--- src/rtl/mixer_pkg.sv ---
// Shared types and sizing helpers for the track mixer and the effects blocks
// that will follow it.
//   state_t   : mix frame sequencer states
//   acc_width : accumulator width that cannot wrap when summing n gain-scaled
//               tracks plus one unity-gain monitor term
package mixer_pkg;

  typedef enum logic [1:0] {
    IDLE    = 2'd0,
    ACCUM   = 2'd1,
    MONITOR = 2'd2,
    OUTPUT  = 2'd3
  } state_t;

  // Product is w+g+1 bits (signed sample times zero-extended gain). The extra
  // clog2(n+1) bits absorb n track products plus the monitor term.
  function automatic int acc_width(input int w, input int g, input int n);
    return w + g + 1 + $clog2(n + 1);
  endfunction

endpackage

--- src/rtl/track_mixer_sat_clamp.sv ---
// sat_clamp: combinational signed saturation from IN_W to OUT_W bits.
//   din  : signed input, IN_W bits (IN_W > OUT_W)
//   dout : din clamped to [-2**(OUT_W-1), 2**(OUT_W-1)-1]
//   clip : high when the clamp changed the value
module sat_clamp #(
  parameter int IN_W  = 16,
  parameter int OUT_W = 8
) (
  input  logic signed [IN_W-1:0]  din,
  output logic signed [OUT_W-1:0] dout,
  output logic                    clip
);

  // The value fits when every bit from the output sign bit upward matches.
  logic [IN_W-OUT_W:0] top;
  assign top = din[IN_W-1:OUT_W-1];

  always_comb begin
    clip = !((&top) || !(|top));
    dout = din[OUT_W-1:0];
    if (clip) begin
      dout = din[IN_W-1] ? {1'b1, {(OUT_W-1){1'b0}}}
                         : {1'b0, {(OUT_W-1){1'b1}}};
    end
  end

endmodule

--- src/rtl/track_mixer.sv ---
// track_mixer: time-multiplexed multi-track playback mixer.
// A sample_strobe snapshots all tracks, gains, masks and the monitor input;
// the frame then scales and accumulates one track per cycle through a single
// multiplier, adds the monitor at unity, scales back by the gain fraction,
// saturates and emits one sample with a 1-cycle mix_valid pulse.
// Ports:
//   clk, rst       : clock, synchronous active-high reset
//   sample_strobe  : start a frame (ignored and flagged as overrun while busy)
//   track_data     : NUM_TRACKS signed samples, track i at [i*W +: W]
//   track_valid    : per-track data present
//   track_en       : per-track user mute mask
//   gain           : NUM_TRACKS unsigned gains, track i at [i*G +: G]
//   monitor_in/_en : live input sample and its enable
//   clip_clr       : clear sticky clip/overrun
//   mix_out        : saturated mix, held between frames
//   mix_valid      : 1-cycle pulse when mix_out updates
//   busy           : frame in progress
//   clip, overrun  : sticky status flags
module track_mixer
  import mixer_pkg::*;
#(
  parameter int WORD_WIDTH = 8,
  parameter int NUM_TRACKS = 4,
  parameter int GAIN_WIDTH = 4,
  parameter int GAIN_FRAC  = 3
) (
  input  logic                               clk,
  input  logic                               rst,
  input  logic                               sample_strobe,
  input  logic [NUM_TRACKS*WORD_WIDTH-1:0]   track_data,
  input  logic [NUM_TRACKS-1:0]              track_valid,
  input  logic [NUM_TRACKS-1:0]              track_en,
  input  logic [NUM_TRACKS*GAIN_WIDTH-1:0]   gain,
  input  logic [WORD_WIDTH-1:0]              monitor_in,
  input  logic                               monitor_en,
  input  logic                               clip_clr,
  output logic [WORD_WIDTH-1:0]              mix_out,
  output logic                               mix_valid,
  output logic                               busy,
  output logic                               clip,
  output logic                               overrun
);

  localparam int W  = WORD_WIDTH;
  localparam int N  = NUM_TRACKS;
  localparam int G  = GAIN_WIDTH;
  localparam int PW = W + G + 1;
  localparam int AW = acc_width(W, G, N);
  localparam int IW = (N > 1) ? $clog2(N) : 1;

  state_t state, state_nx;

  // Frame snapshot
  logic [N-1:0][W-1:0] data_q;
  logic [N-1:0][G-1:0] gain_q;
  logic [N-1:0]        live_q;   // en & valid folded together: both mean silence
  logic signed [W-1:0] mon_q;
  logic                mon_en_q;

  logic [IW-1:0]        idx;
  logic signed [AW-1:0] acc;

  logic start, acc_step, mon_step, out_step;

  // State register
  always_ff @(posedge clk) begin
    if (rst) state <= IDLE;
    else     state <= state_nx;
  end

  // Next state
  always_comb begin
    state_nx = state;
    case (state)
      IDLE:    if (sample_strobe) state_nx = ACCUM;
      ACCUM:   if (idx == IW'(N - 1)) state_nx = MONITOR;
      MONITOR: state_nx = OUTPUT;
      OUTPUT:  state_nx = IDLE;
      default: state_nx = IDLE;
    endcase
  end

  // State-decoded controls
  always_comb begin
    start    = 1'b0;
    acc_step = 1'b0;
    mon_step = 1'b0;
    out_step = 1'b0;
    busy     = (state != IDLE);
    case (state)
      IDLE:    start    = sample_strobe;
      ACCUM:   acc_step = 1'b1;
      MONITOR: mon_step = 1'b1;
      OUTPUT:  out_step = 1'b1;
      default: ;
    endcase
  end

  // Shared multiplier fed by the idx-selected track
  logic signed [W-1:0]  d_sel;
  logic        [G-1:0]  g_sel;
  logic signed [G:0]    g_ext;
  logic signed [PW-1:0] prod;

  assign d_sel = data_q[idx];
  assign g_sel = gain_q[idx];
  assign g_ext = {1'b0, g_sel};
  assign prod  = live_q[idx] ? (PW'(d_sel) * PW'(g_ext)) : '0;

  logic signed [AW-1:0] r;
  logic signed [W-1:0]  sat;
  logic                 sat_clip;

  assign r = acc >>> GAIN_FRAC;  // floor toward -inf

  sat_clamp #(.IN_W(AW), .OUT_W(W)) u_clamp (
    .din  (r),
    .dout (sat),
    .clip (sat_clip)
  );

  always_ff @(posedge clk) begin
    if (rst) begin
      data_q    <= '0;
      gain_q    <= '0;
      live_q    <= '0;
      mon_q     <= '0;
      mon_en_q  <= 1'b0;
      idx       <= '0;
      acc       <= '0;
      mix_out   <= '0;
      mix_valid <= 1'b0;
      clip      <= 1'b0;
      overrun   <= 1'b0;
    end else begin
      if (start) begin
        data_q   <= track_data;
        gain_q   <= gain;
        live_q   <= track_en & track_valid;
        mon_q    <= monitor_in;
        mon_en_q <= monitor_en;
        idx      <= '0;
        acc      <= '0;
      end
      if (acc_step) begin
        acc <= acc + AW'(prod);
        idx <= idx + IW'(1);
      end
      if (mon_step && mon_en_q)
        acc <= acc + (AW'(mon_q) <<< GAIN_FRAC);
      mix_valid <= out_step;
      if (out_step) mix_out <= sat;
      // Sets take priority over the clear in the same cycle.
      if (out_step && sat_clip) clip <= 1'b1;
      else if (clip_clr)        clip <= 1'b0;
      if (sample_strobe && busy) overrun <= 1'b1;
      else if (clip_clr)         overrun <= 1'b0;
    end
  end

endmodule

--- config.mk ---
export PLATFORM = sky130hd
export DESIGN_NAME = track_mixer
export DESIGN_NICKNAME = d
export VERILOG_FILES = /design/src/rtl/mixer_pkg.sv /design/src/rtl/track_mixer_sat_clamp.sv /design/src/rtl/track_mixer.sv
export SDC_FILE = /design/constraint.sdc
export NUM_CORES = 1
export LEC_CHECK = 0
export ABC_AREA = 1
export BUFFER_PORTS_ARGS = -buffer_cell sky130_fd_sc_hd__buf_2
export CAP_MARGIN = 15
export CORE_MARGIN = 1.5
export CORE_UTILIZATION = 30
export CTS_CLUSTER_DIAMETER = 120
export DETAILED_ROUTE_END_ITERATION = 16
export PLACE_DENSITY = 0.47
export RECOVER_POWER = 100
export REMOVE_ABC_BUFFERS = 1
export SLEW_MARGIN = 40
export SYNTH_ARGS = -nofsm -noshare
export SYNTH_HDL_FRONTEND = slang
export SYNTH_SLANG_ARGS = --single-unit
--- constraint.sdc ---
create_clock -name clk -period 7.2 [get_ports clk]
set_input_delay 0.36 -clock clk [delete_from_list [all_inputs] [get_ports clk]]
set_output_delay 0.36 -clock clk [all_outputs]
set_load 0.01 [all_outputs]
==> results of run 1 <==
[where the power goes]
| group | total [mW] | switching (mW) | internal, mW |
|---|---|---|---|
| sequential | 0.731 | 0.0984 | 0.632 |
| clock | 0.499 | 0.225 | 0.275 |
| combinational | 1.03 | 0.668 | 0.366 |
[flip-flops by register name (all words and copies together) (netlist names)]
signal	flops
idx	2
mon_q	8
data_q	32
overrun	1
live_q	4
mix_out	8
acc	16
clip	1
gain_q	16
mix_valid	1
mon_en_q	1
state	2
[per-stage QoR]
stage / hold WS [ps] / std cells / utilization
final: 245 / 1262 / 0.348
after global routing: 248 / 1262 / 0.348
after CTS: 233 / 1262 / 0.350
after detailed placement: 456 / 1246 / 0.335
after global placement: 456 / 1246 / 0.335
after floorplan: 429 / 885 / -
[cell usage in the layout (no fill, tap or decap), types with 3 or more instances in the layout]
cell type,instances
sky130_fd_sc_hd__nand2_1,162
sky130_fd_sc_hd__nor2_1,157
sky130_fd_sc_hd__inv_1,101
sky130_fd_sc_hd__dfxtp_1,92
sky130_fd_sc_hd__o21ai_0,91
sky130_fd_sc_hd__a21oi_1,77
sky130_fd_sc_hd__buf_2,68
sky130_fd_sc_hd__ha_1,55
sky130_fd_sc_hd__nand3_1,37
sky130_fd_sc_hd__fa_1,19
sky130_fd_sc_hd__a31oi_1,14
sky130_fd_sc_hd__clkbuf_1,14
sky130_fd_sc_hd__clkbuf_16,9
sky130_fd_sc_hd__nand2_2,8
sky130_fd_sc_hd__or2_2,6
sky130_fd_sc_hd__nor3_1,6
sky130_fd_sc_hd__nand2_4,6
sky130_fd_sc_hd__xor2_1,5
sky130_fd_sc_hd__nand4_1,5
sky130_fd_sc_hd__nand3_2,5
sky130_fd_sc_hd__a32o_1,5
sky130_fd_sc_hd__a32oi_1,5
sky130_fd_sc_hd__buf_4,4
sky130_fd_sc_hd__a21o_1,3
sky130_fd_sc_hd__inv_6,3
[cell families (layout without fill, tap and decap cells)]
group,count (synthesis),count (layout),share of synthesized area
AOI/OAI and AO/OA,207,207,0.178
xor gates and xnor gates,7,7,0.00960
adders and majority gates,74,74,0.167
buffers and inverters,140,207,0.0880
DFF,92,92,0.288
and+or+nand+nor,400,400,0.269
[final timing paths]
check                              startpoint        end  slack [ps]
worst max register to register         idx[0]    acc[14]        1250
worst min register to register      live_q[1]  live_q[1]         470
worst max-delay path                   idx[0]    acc[14]        1250
worst min-delay path            track_data[0]  data_q[0]         250
[worst max-delay path: cells and delay by family (launching register included)]
kind | cells | cell delay (ps)
adders and majority gates | 5 | 1990
and+or+nand+nor | 20 | 1560
AOI/OAI and AO/OA | 7 | 1100
DFF | 1 | 790
buffers and inverters | 3 | 370
[synth_stat cells, drive strengths merged (6+ instances only)]
cell / count
a21oi: 79
a31oi: 14
buf: 6
clkbuf: 29
dfxtp: 92
fa: 19
ha: 55
inv: 105
nand2: 176
nand3: 43
nor2: 158
nor3: 6
o21ai: 92
or2: 7
[layout make-up]
class | count | area [um^2]
well taps | 275 | 344
clock inverters | 7 | 82.6
flip-flops and latches | 92 | 1840
repair buffers | 86 | 423
multi-input cells | 688 | 3980
fillers | 2390 | 13700
clock buffers | 9 | 225
inverters | 105 | 402
[routing by layer]
metal  wire (um)  vias to the layer above
met5           0                        -
met4         165                        0
met3         466                        9
met1        7790                     2624
met2        6670                       82
li1            -                     3142
==> impl_results.html, run 1 <==
<table>
<tr><th>Metric</th><th>Value</th></tr>
<tr><th colspan="2">Global route</th></tr>
<tr><td>Wire length of the first global-routing pass</td><td>26.3 mm</td></tr>
<tr><td>Global-route met1 utilization</td><td>0.203</td></tr>
<tr><td>Antenna violations before repair</td><td>0</td></tr>
<tr><td>Vias in the first global route</td><td>5591</td></tr>
<tr><td>All-Layer GR Usage</td><td>0.147</td></tr>
<tr><td>Routing usage on met2</td><td>0.236</td></tr>
<tr><td>Met3 track demand over resource in global routing</td><td>0.0281</td></tr>
<tr><td>Maximum number of pins on one net before global-route repair</td><td>67</td></tr>
<tr><td>Grt peak-use layer</td><td>met2</td></tr>
<tr><td>Total gr overflow</td><td>0</td></tr>
<tr><th colspan="2">Cells and area</th></tr>
<tr><td>Antenna diode count</td><td>0</td></tr>
<tr><td>Signed area change from the synthesized netlist to the final layout</td><td>14.4%</td></tr>
<tr><td>Finished Cell Area</td><td>7300 um^2</td></tr>
<tr><td># nets final</td><td>1125</td></tr>
<tr><td>Fraction of final layout cells sized beyond drive strength 1</td><td>0.123</td></tr>
<tr><th colspan="2">Floorplanning</th></tr>
<tr><td>Number of placement rows</td><td>53</td></tr>
<tr><td>Die width</td><td>149 um</td></tr>
<tr><td>Effective utilization at floorplan</td><td>0.305</td></tr>
<tr><td>Die area</td><td>22200 um^2</td></tr>
<tr><td>Boundary pin count</td><td>81</td></tr>
<tr><td>Core region area</td><td>21000 um^2</td></tr>
<tr><td>Die height</td><td>149 um</td></tr>
<tr><th colspan="2">Synth</th></tr>
<tr><td>Post-synth design cell area</td><td>6380 um^2</td></tr>
<tr><td>Number of distinct library cell variants in the gate-level netlist after synthesis</td><td>46</td></tr>
<tr><td>Synth Instances</td><td>920</td></tr>
<tr><td>Synthesized area per cell</td><td>6.94 um^2</td></tr>
<tr><td>Number of synthesized flops with an enable pin</td><td>0</td></tr>
<tr><td>Seq/Total Area, Yosys</td><td>0.288</td></tr>
<tr><td>Most area-hungry cell type in the Yosys netlist</td><td>sky130_fd_sc_hd__dfxtp_1</td></tr>
<tr><td>Leading post-synthesis cells by cell area</td><td>sky130_fd_sc_hd__dfxtp_1 (29%), sky130_fd_sc_hd__ha_1 (11%), sky130_fd_sc_hd__nand2_1 (9.6%)</td></tr>
<tr><td>Most frequently used flop master after synthesis</td><td>sky130_fd_sc_hd__dfxtp_1</td></tr>
<tr><td>Proportion of synthesized flip-flops having asynchronous set or reset</td><td>0</td></tr>
<tr><td>Yosys reg bits</td><td>92</td></tr>
<tr><td>Yosys top cell area share</td><td>0.288</td></tr>
<tr><td>Warning count from the yosys run</td><td>0</td></tr>
<tr><th colspan="2">Clock tree</th></tr>
<tr><td>Clock insertion delay at the later pin of the skew report</td><td>360 ps</td></tr>
<tr><td>Sink count of the clock tree</td><td>92</td></tr>
<tr><td>Cell at the root of the clock tree</td><td>sky130_fd_sc_hd__clkbuf_16</td></tr>
<tr><td>Resized Gates After CTS</td><td>0</td></tr>
<tr><td>Setup Buffers After CTS</td><td>0</td></tr>
<tr><td>CTS Hold Bufs</td><td>0</td></tr>
<tr><td>Number of buffers on the longest clock path</td><td>2</td></tr>
<tr><td>Clock transition at the register clock pins on the worst setup and hold paths after CTS</td><td>70 ps</td></tr>
<tr><td>H-tree depth reported by CTS</td><td>3</td></tr>
<tr><td>Num CTS Buffers</td><td>9</td></tr>
<tr><td>CTS tree</td><td>done</td></tr>
<tr><th colspan="2">Setup path</th></tr>
<tr><td>Depth of the most critical reg-to-reg path</td><td>35</td></tr>
<tr><td>Type of origin of the critical path</td><td>flop</td></tr>
<tr><td>Most common cell type on the critical path</td><td>sky130_fd_sc_hd__nand2_1</td></tr>
<tr><td>Arrival time of the worst setup path</td><td>6190 ps</td></tr>
<tr><td>Required @ worst endpoint</td><td>7440 ps</td></tr>
<tr><td>CP max-delay cell</td><td>sky130_fd_sc_hd__dfxtp_1</td></tr>
<tr><td>Largest incremental delay on the critical path</td><td>790 ps</td></tr>
<tr><td>Path type of the worst setup path</td><td>reg2reg</td></tr>
<tr><td>Critical path fanouts, max</td><td>30</td></tr>
<tr><td>Worst Setup End Kind</td><td>flop</td></tr>
<tr><th colspan="2">Placement</th></tr>
<tr><td>Post-Place Worst Slack</td><td>1220 ps</td></tr>
<tr><td>Number of port buffers</td><td>80</td></tr>
<tr><td>GP Congestion</td><td>0.821</td></tr>
<tr><td>Post-DP Area</td><td>7020 um^2</td></tr>
<tr><td>Final HPWL DP</td><td>11.8 mm</td></tr>
<tr><th colspan="2">Timing</th></tr>
<tr><td>Layout Skew</td><td>6.60 ps</td></tr>
<tr><td>Setup repair after global routing missed its margin</td><td>no</td></tr>
<tr><td>Final Max Tran Viols</td><td>125</td></tr>
<tr><td>Worst-case headroom to the max-slew limit</td><td>-0.719</td></tr>
<tr><td>TNS Setup</td><td>0 ps</td></tr>
<tr><td>Maximum operating frequency</td><td>168 MHz</td></tr>
<tr><td>Setup slack after layout</td><td>1250 ps</td></tr>
<tr><td>Number of hold-slack violations in the final timing report</td><td>0</td></tr>
<tr><td>Worst-Margin Slew</td><td>2580 ps</td></tr>
<tr><td>Share of the clock period used by the worst path after layout</td><td>0.826</td></tr>
<tr><td>Final critical-path required period</td><td>5950 ps</td></tr>
<tr><td>Final setup violation count</td><td>0</td></tr>
<tr><th colspan="2">Drt</th></tr>
<tr><td>Number of design-rule violations left by the first detailed-router iteration</td><td>212</td></tr>
<tr><td>Number of vias per cell after detailed routing</td><td>4.64</td></tr>
<tr><td>Wire length after detailed routing</td><td>15.1 mm</td></tr>
<tr><td>Detailed Routing Iterations Pass 1</td><td>5</td></tr>
<tr><td>DRC violation count after routing</td><td>0</td></tr>
<tr><td>Post-route antenna net violation count</td><td>0</td></tr>
<tr><td>Post-detailed-route wirelength per cell</td><td>12.0 um</td></tr>
<tr><td>Vias after detailed routing</td><td>5857</td></tr>
<tr><th colspan="2">Flow run</th></tr>
<tr><td>Count of maximum capacitance violations</td><td>2</td></tr>
<tr><th colspan="2">Hold path</th></tr>
<tr><td>Hold depth</td><td>3</td></tr>
<tr><td>Path category of the worst min-delay check</td><td>in2reg</td></tr>
<tr><th colspan="2">Pwr</th></tr>
<tr><td>Power density cells</td><td>310 nW/um^2</td></tr>
<tr><td>Standby leakage power</td><td>3.37 nW</td></tr>
<tr><td>Maximum vdd drop</td><td>0.000141 V</td></tr>
<tr><td>Power after layout</td><td>2.26 mW</td></tr>
<tr><th colspan="2">Outcome</th></tr>
<tr><td>Run status</td><td>complete, but fails checks</td></tr>
<tr><td>Violations in the final reports</td><td>capacitance limit, slew limit</td></tr>
</table>
Power figures use the tool's default switching activity.
==> run 2: changes to the inputs <==
Clock period 7.2 ns to 5.6 ns, I/O delays scaled along.
==> run 2 against run 1 <==
Against the previous run:
- the flow still finishes with violations (capacitance limit, slew limit)
- clock skew about the same
- clock-buffer cell count unchanged
- largest power group unchanged
- final cell count up 1.9%
- sequential share of layout area down 1.1 points
- worst hold slack worse by 72 ps
- die area unchanged
- total power up 38%
- global-route usage down 0.12 points
- final area up 5.0%
- non-clock buffer count up 24
- critical path type unchanged
==> impl_results.html, run 2 (same netlist as run 1, synthesis figures left out) <==
<table>
<tr><th>Metric</th><th>Value</th></tr>
<tr><th colspan="2">Global route</th></tr>
<tr><td>All-Layer GR Usage</td><td>0.146</td></tr>
<tr><td>Vias in the first global route</td><td>5554</td></tr>
<tr><td>Wire length of the first global-routing pass</td><td>26.3 mm</td></tr>
<tr><td>Antenna violations before repair</td><td>0</td></tr>
<tr><td>Total gr overflow</td><td>0</td></tr>
<tr><td>Maximum number of pins on one net before global-route repair</td><td>67</td></tr>
<tr><th colspan="2">Timing</th></tr>
<tr><td>TNS Setup</td><td>0 ps</td></tr>
<tr><td>Setup slack after layout</td><td>437 ps</td></tr>
<tr><td>Maximum operating frequency</td><td>194 MHz</td></tr>
<tr><td>Worst-case headroom to the max-slew limit</td><td>-0.723</td></tr>
<tr><td>Share of the clock period used by the worst path after layout</td><td>0.922</td></tr>
<tr><td>Layout Skew</td><td>6.85 ps</td></tr>
<tr><td>Worst-Margin Slew</td><td>2580 ps</td></tr>
<tr><td>Final Max Tran Viols</td><td>125</td></tr>
<tr><td>Final setup violation count</td><td>0</td></tr>
<tr><td>Number of hold-slack violations in the final timing report</td><td>0</td></tr>
<tr><td>Final critical-path required period</td><td>5160 ps</td></tr>
<tr><th colspan="2">Placement</th></tr>
<tr><td>Post-DP Area</td><td>7070 um^2</td></tr>
<tr><td>Number of placed instances, taps included</td><td>1251</td></tr>
<tr><td>Number of port buffers</td><td>80</td></tr>
<tr><td>GP Congestion</td><td>0.807</td></tr>
<tr><td>Post-Place Worst Slack</td><td>202 ps</td></tr>
<tr><td>Final HPWL DP</td><td>12.0 mm</td></tr>
<tr><th colspan="2">Setup path</th></tr>
<tr><td>Path type of the worst setup path</td><td>reg2reg</td></tr>
<tr><td>Setup slack of the worst register-to-register path</td><td>440 ps</td></tr>
<tr><td>Depth of the most critical reg-to-reg path</td><td>33</td></tr>
<tr><td>End of the worst register-to-register path</td><td>acc[15]</td></tr>
<tr><td>Arrival time of the worst setup path</td><td>5450 ps</td></tr>
<tr><td>Most common cell type on the critical path</td><td>sky130_fd_sc_hd__nand2_1</td></tr>
<tr><td>Critical path fanouts, max</td><td>7</td></tr>
<tr><td>Type of origin of the critical path</td><td>flop</td></tr>
<tr><td>CP max-delay cell</td><td>sky130_fd_sc_hd__fa_1</td></tr>
<tr><td>Largest incremental delay on the critical path</td><td>530 ps</td></tr>
<tr><td>Required @ worst endpoint</td><td>5890 ps</td></tr>
<tr><td>Start of the worst register-to-register path</td><td>idx[0]</td></tr>
<tr><td>Worst Setup End Kind</td><td>flop</td></tr>
<tr><th colspan="2">Cells and area</th></tr>
<tr><td>Non-filler instance count after layout</td><td>1286</td></tr>
<tr><td>Fraction of final layout cells sized beyond drive strength 1</td><td>0.174</td></tr>
<tr><td># nets final</td><td>1149</td></tr>
<tr><td>Number of fill cells in the layout</td><td>2322</td></tr>
<tr><td>Top flop regs</td><td>data_q x32, acc x16, gain_q x16</td></tr>
<tr><td>Antenna diode count</td><td>0</td></tr>
<tr><td>Biggest register</td><td>data_q</td></tr>
<tr><td>Signed area change from the synthesized netlist to the final layout</td><td>20.1%</td></tr>
<tr><td>Finished Cell Area</td><td>7670 um^2</td></tr>
<tr><td>Most common library cell in the layout ignoring fill and taps</td><td>sky130_fd_sc_hd__nand2_1</td></tr>
<tr><td>Most frequent cells in the layout</td><td>sky130_fd_sc_hd__nand2_1 (161), sky130_fd_sc_hd__nor2_1 (152), sky130_fd_sc_hd__inv_1 (99), sky130_fd_sc_hd__o21ai_0 (90), sky130_fd_sc_hd__dfxtp_1 (90)</td></tr>
<tr><td>Max FFs per register</td><td>32</td></tr>
<tr><th colspan="2">Drt</th></tr>
<tr><td>Number of vias per cell after detailed routing</td><td>4.62</td></tr>
<tr><td>Detailed Routing Iterations Pass 1</td><td>4</td></tr>
<tr><td>Vias after detailed routing</td><td>5935</td></tr>
<tr><td>DRC violation count after routing</td><td>0</td></tr>
<tr><td>Number of design-rule violations left by the first detailed-router iteration</td><td>245</td></tr>
<tr><td>Post-detailed-route wirelength per cell</td><td>12.1 um</td></tr>
<tr><td>Wire length after detailed routing</td><td>15.6 mm</td></tr>
<tr><td>Post-route antenna net violation count</td><td>0</td></tr>
<tr><th colspan="2">Clock tree</th></tr>
<tr><td>Num CTS Buffers</td><td>9</td></tr>
<tr><td>Number of buffers on the longest clock path</td><td>2</td></tr>
<tr><td>CTS tree</td><td>done</td></tr>
<tr><td>H-tree depth reported by CTS</td><td>3</td></tr>
<tr><td>Clock transition at the register clock pins on the worst setup and hold paths after CTS</td><td>70 ps</td></tr>
<tr><td>Cell at the root of the clock tree</td><td>sky130_fd_sc_hd__clkbuf_16</td></tr>
<tr><td>Sink count of the clock tree</td><td>92</td></tr>
<tr><td>Clock insertion delay at the later pin of the skew report</td><td>350 ps</td></tr>
<tr><th colspan="2">Floorplanning</th></tr>
<tr><td>Die area</td><td>22200 um^2</td></tr>
<tr><td>Core region area</td><td>21000 um^2</td></tr>
<tr><td>Effective utilization at floorplan</td><td>0.305</td></tr>
<tr><td>Number of placement rows</td><td>53</td></tr>
<tr><td>Boundary pin count</td><td>81</td></tr>
<tr><td>Die width</td><td>149 um</td></tr>
<tr><td>Die height</td><td>149 um</td></tr>
<tr><th colspan="2">Hold path</th></tr>
<tr><td>Hold depth</td><td>3</td></tr>
<tr><td>Worst hold path startpoint</td><td>gain[4]</td></tr>
<tr><td>Endpoint of the worst hold path</td><td>gain_q[4]</td></tr>
<tr><td>Path category of the worst min-delay check</td><td>in2reg</td></tr>
<tr><th colspan="2">Pwr</th></tr>
<tr><td>Standby leakage power</td><td>3.53 nW</td></tr>
<tr><td>Power density cells</td><td>407 nW/um^2</td></tr>
<tr><td>Power after layout</td><td>3.12 mW</td></tr>
<tr><td>Maximum vdd drop</td><td>0.000170 V</td></tr>
<tr><th colspan="2">Flow run</th></tr>
<tr><td>Count of maximum capacitance violations</td><td>2</td></tr>
<tr><th colspan="2">Outcome</th></tr>
<tr><td>Violations in the final reports</td><td>capacitance limit, slew limit</td></tr>
<tr><td>Run status</td><td>complete, but fails checks</td></tr>
</table>
==> run 2: cell types whose count changed in the layout (fill, tap and decap cells not counted), moves of 3 or more <==
cell,delta
sky130_fd_sc_hd__a32oi_2,+3
sky130_fd_sc_hd__inv_8,+3
sky130_fd_sc_hd__buf_4,+20
sky130_fd_sc_hd__a32o_1,-4
sky130_fd_sc_hd__a32o_2,+4
sky130_fd_sc_hd__ha_1,-4
sky130_fd_sc_hd__nor2_2,+5
sky130_fd_sc_hd__buf_6,+3
sky130_fd_sc_hd__a32oi_1,-3
sky130_fd_sc_hd__nor2_1,-5
sky130_fd_sc_hd__a21oi_1,-7
sky130_fd_sc_hd__ha_4,+3
sky130_fd_sc_hd__a21oi_2,+7
==> run 2: per-layer routing <==
layer	vias up	track usage	routed length (um)
li1	3198	-	-
met1	2652	0.208	8080
met2	75	0.228	6880
met3	10	0.0229	451
met4	0	0.0401	178
met5	-	0	0
==> run 2: cell type report <==
type                    count  area (um^2)  share of cell area
repair buffers            110          638              0.0832
clock inverters             7         87.6              0.0114
well taps                 275          344              0.0449
inverters                 105          414              0.0540
multi-input cells         688         4110               0.536
flip-flops and latches     92         1850               0.241
clock buffers               9          225              0.0294
==> run 2: repair_timing <==
item / in CTS / in global routing
resized for setup: 0 / 48
hold buffers: 0 / 0
setup buffers: 0 / 19
endpoints found under the setup margin: 0 / 5
==> run 2: worst max-delay path by stage <==
stage           start  endpoint  slack, ps  cells after the start
3_5_place_dp   idx[0]   acc[14]        200                     35
6_report       idx[0]   acc[15]        440                     33
4_1_cts        idx[0]   acc[14]        190                     35
3_3_place_gp   idx[0]   acc[14]        320                     34
5_1_grt        idx[0]   acc[15]        -40                     33
2_1_floorplan  idx[0]   acc[14]        140                     33
==> run 2: worst max-delay path, delay by kind of cell, from the launching register on <==
kind | cells | cell delay (ps)
AOI/OAI and AO/OA | 8 | 990
and+or+nand+nor | 15 | 1450
DFF | 1 | 400
buffers and inverters | 5 | 500
adders and majority gates | 5 | 1760
==> run 2: where the power goes <==
group	switching (mW)	internal [mW]	total [mW]
registers	0.122	0.815	0.938
clock network	0.289	0.358	0.647
logic	0.931	0.604	1.54
total	1.34	1.78	3.12
==> run 2: through the flow <==
stage | utilization | hold WS (ps)
5_1_grt | 0.366 | 174
3_5_place_dp | 0.337 | 458
6_report | 0.366 | 173
2_1_floorplan | - | 349
3_3_place_gp | 0.337 | 457
4_1_cts | 0.352 | 161
==> run 3: changes to the inputs <==
Settings changed: CAP_MARGIN 15 to default, TNS_END_PERCENT from default to 50.
Clock period 5.6 ns to 5.5 ns, I/O delays scaled along.
==> run 3 against run 2 <==
Against the previous run:
- the flow still finishes with violations (capacitance limit, slew limit)
- total power increased by 1.3%
- utilization decreased by 0.19 points
- via count decreased by 0.64%
- critical path type unchanged
- highest routed layer unchanged
==> impl_results.html, run 3 (same netlist as run 1, synthesis figures left out) <==
<table>
<tr><th>Metric</th><th>Value</th></tr>
<tr><th colspan="2">Outcome</th></tr>
<tr><td>Run status</td><td>complete, but fails checks</td></tr>
<tr><td>Violations in the final reports</td><td>capacitance limit, slew limit</td></tr>
<tr><th colspan="2">Timing</th></tr>
<tr><td>Final setup violation count</td><td>0</td></tr>
<tr><td>TNS Setup</td><td>0 ps</td></tr>
<tr><td>Layout Skew</td><td>5.22 ps</td></tr>
<tr><td>Maximum operating frequency</td><td>195 MHz</td></tr>
<tr><td>Worst-Margin Slew</td><td>2640 ps</td></tr>
<tr><td>Setup slack after layout</td><td>377 ps</td></tr>
<tr><td>Share of the clock period used by the worst path after layout</td><td>0.931</td></tr>
<tr><td>Final Max Tran Viols</td><td>125</td></tr>
<tr><td>Final critical-path required period</td><td>5120 ps</td></tr>
<tr><td>Number of hold-slack violations in the final timing report</td><td>0</td></tr>
<tr><td>Final-layout worst hold slack</td><td>173 ps</td></tr>
<tr><td>Worst-case headroom to the max-slew limit</td><td>-0.760</td></tr>
<tr><th colspan="2">Clock tree</th></tr>
<tr><td>Number of buffers on the longest clock path</td><td>2</td></tr>
<tr><td>Clock transition at the register clock pins on the worst setup and hold paths after CTS</td><td>70 ps</td></tr>
<tr><td>CTS tree</td><td>done</td></tr>
<tr><td>Num CTS Buffers</td><td>9</td></tr>
<tr><td>Cell at the root of the clock tree</td><td>sky130_fd_sc_hd__clkbuf_16</td></tr>
<tr><td>H-tree depth reported by CTS</td><td>3</td></tr>
<tr><td>Sink count of the clock tree</td><td>92</td></tr>
<tr><td>Clock insertion delay at the later pin of the skew report</td><td>350 ps</td></tr>
<tr><th colspan="2">Placement</th></tr>
<tr><td>Post-DP Area</td><td>7100 um^2</td></tr>
<tr><td>GP Congestion</td><td>0.786</td></tr>
<tr><td>Post-Place Worst Slack</td><td>-2.82 ps</td></tr>
<tr><td>Number of placed instances, taps included</td><td>1255</td></tr>
<tr><td>Number of port buffers</td><td>80</td></tr>
<tr><td>Final HPWL DP</td><td>12.2 mm</td></tr>
<tr><th colspan="2">Setup path</th></tr>
<tr><td>Path type of the worst setup path</td><td>reg2reg</td></tr>
<tr><td>Kind of cell with the highest combined delay on the critical path</td><td>adder cells</td></tr>
<tr><td>Critical path fanouts, max</td><td>11</td></tr>
<tr><td>Most common cell type on the critical path</td><td>sky130_fd_sc_hd__nand2_1</td></tr>
<tr><td>Arrival time of the worst setup path</td><td>5400 ps</td></tr>
<tr><td>Sum of buffers and inverters on the critical path</td><td>7</td></tr>
<tr><td>Largest incremental delay on the critical path</td><td>530 ps</td></tr>
<tr><td>Worst Setup End Kind</td><td>flop</td></tr>
<tr><td>CP max-delay cell</td><td>sky130_fd_sc_hd__fa_1</td></tr>
<tr><td>Required @ worst endpoint</td><td>5780 ps</td></tr>
<tr><td>Type of origin of the critical path</td><td>flop</td></tr>
<tr><th colspan="2">Cells and area</th></tr>
<tr><td>Non-filler instance count after layout</td><td>1277</td></tr>
<tr><td>Most common library cell in the layout ignoring fill and taps</td><td>sky130_fd_sc_hd__nand2_1</td></tr>
<tr><td>Finished Cell Area</td><td>7630 um^2</td></tr>
<tr><td>Sequential cell area</td><td>1850 um^2</td></tr>
<tr><td>Fraction of final layout cells sized beyond drive strength 1</td><td>0.166</td></tr>
<tr><td>Max FFs per register</td><td>32</td></tr>
<tr><td>Post-route core utilization</td><td>0.364</td></tr>
<tr><td>Biggest register</td><td>data_q</td></tr>
<tr><td>Top flop regs</td><td>data_q x32, acc x16, gain_q x16</td></tr>
<tr><td>Most frequent cells in the layout</td><td>sky130_fd_sc_hd__nand2_1 (157), sky130_fd_sc_hd__nor2_1 (153), sky130_fd_sc_hd__inv_1 (100), sky130_fd_sc_hd__dfxtp_1 (91), sky130_fd_sc_hd__o21ai_0 (90)</td></tr>
<tr><td>Signed area change from the synthesized netlist to the final layout</td><td>19.5%</td></tr>
<tr><td>Antenna diode count</td><td>0</td></tr>
<tr><td>Number of fill cells in the layout</td><td>2345</td></tr>
<tr><td>Multi-input combinational cell area</td><td>4110 um^2</td></tr>
<tr><td># nets final</td><td>1141</td></tr>
<tr><th colspan="2">Global route</th></tr>
<tr><td>Vias in the first global route</td><td>5521</td></tr>
<tr><td>Total gr overflow</td><td>0</td></tr>
<tr><td>Wire length of the first global-routing pass</td><td>25.9 mm</td></tr>
<tr><td>Antenna violations before repair</td><td>0</td></tr>
<tr><td>All-Layer GR Usage</td><td>0.144</td></tr>
<tr><td>Maximum number of pins on one net before global-route repair</td><td>67</td></tr>
<tr><th colspan="2">Pwr</th></tr>
<tr><td>Net Switching</td><td>1.33 mW</td></tr>
<tr><td>Sequential group share of total power</td><td>0.300</td></tr>
<tr><td>Power after layout</td><td>3.16 mW</td></tr>
<tr><td>Net Sw Frac</td><td>0.420</td></tr>
<tr><td>Maximum vdd drop</td><td>0.000185 V</td></tr>
<tr><td>Portion of total power attributed to combinational logic</td><td>0.488</td></tr>
<tr><td>Power density cells</td><td>414 nW/um^2</td></tr>
<tr><td>Standby leakage power</td><td>3.51 nW</td></tr>
<tr><td>Cell-internal power</td><td>1.83 mW</td></tr>
<tr><td>Clock power share</td><td>0.212</td></tr>
<tr><th colspan="2">Drt</th></tr>
<tr><td>DRC violation count after routing</td><td>0</td></tr>
<tr><td>Number of vias per cell after detailed routing</td><td>4.62</td></tr>
<tr><td>Number of design-rule violations left by the first detailed-router iteration</td><td>294</td></tr>
<tr><td>Top Metal Used</td><td>met4</td></tr>
<tr><td>Wire length after detailed routing</td><td>15.8 mm</td></tr>
<tr><td>Vias after detailed routing</td><td>5897</td></tr>
<tr><td>M1 WL</td><td>8.25 mm</td></tr>
<tr><td>Total met3 wirelength after detailed routing</td><td>316 um</td></tr>
<tr><td>Post-route antenna net violation count</td><td>0</td></tr>
<tr><td>Total length of routed met2 wires</td><td>7.05 mm</td></tr>
<tr><td>Detailed Routing Iterations Pass 1</td><td>4</td></tr>
<tr><td>Post-detailed-route wirelength per cell</td><td>12.4 um</td></tr>
<tr><th colspan="2">Floorplanning</th></tr>
<tr><td>Number of placement rows</td><td>53</td></tr>
<tr><td>Die width</td><td>149 um</td></tr>
<tr><td>Effective utilization at floorplan</td><td>0.305</td></tr>
<tr><td>Die height</td><td>149 um</td></tr>
<tr><td>Core region area</td><td>21000 um^2</td></tr>
<tr><td>Boundary pin count</td><td>81</td></tr>
<tr><td>Die area</td><td>22200 um^2</td></tr>
<tr><th colspan="2">Flow run</th></tr>
<tr><td>Count of maximum capacitance violations</td><td>2</td></tr>
<tr><th colspan="2">Hold path</th></tr>
<tr><td>Path category of the worst min-delay check</td><td>in2reg</td></tr>
</table>
run 3: final cells by class:
class / instances / area share
timing repair inverter: 1 / 0.00115
multi-input combinational: 688 / 0.538
inverter: 105 / 0.0543
clock buffer: 11 / 0.0318
sequential: 92 / 0.242
clock inverter: 4 / 0.00968
tap: 275 / 0.0451
timing repair buffer: 101 / 0.0779
run 3: tightest hold or removal path, delay by kind of cell:
family	cells	cell delay, ps
buf+inv	1	70
compound gates	1	70
simple gates	1	70
run 3: path summary, 6_finish.rpt:
path / from / end / slack (ps) / cells past startpoint
worst max register to register: idx[0] / acc[15] / 380 / 34
worst min-delay path: gain[4] / gain_q[4] / 170 / 3
worst min register to register: live_q[3] / live_q[3] / 470 / 2
worst max-delay path: idx[0] / acc[15] / 380 / 34
run 3: layer usage:
layer / track usage / up-vias
met3: 0.0223 / 12
met4: 0.0386 / 0
met2: 0.233 / 63
met1: 0.200 / 2643
li1: - / 3179
met5: 0 / -
run 3: power by group through the flow:
stage          Combinational, mW  Sequential [mW]  Clock [mW]
6_report                    1.54            0.949       0.671
5_1_grt                     1.78            0.967       0.717
4_1_cts                     1.44            0.948       0.691
3_5_place_dp                1.44            0.962           0
3_3_place_gp                1.43            0.965           0
2_1_floorplan               1.03            0.942           0
run 3: repair_timing:
action	in CTS	in global routing
setup buffers	0	4
gates resized for setup	1	39
pin swaps	0	24
hold buffers	0	0
setup endpoints to repair	1	7
gates cloned	0	3
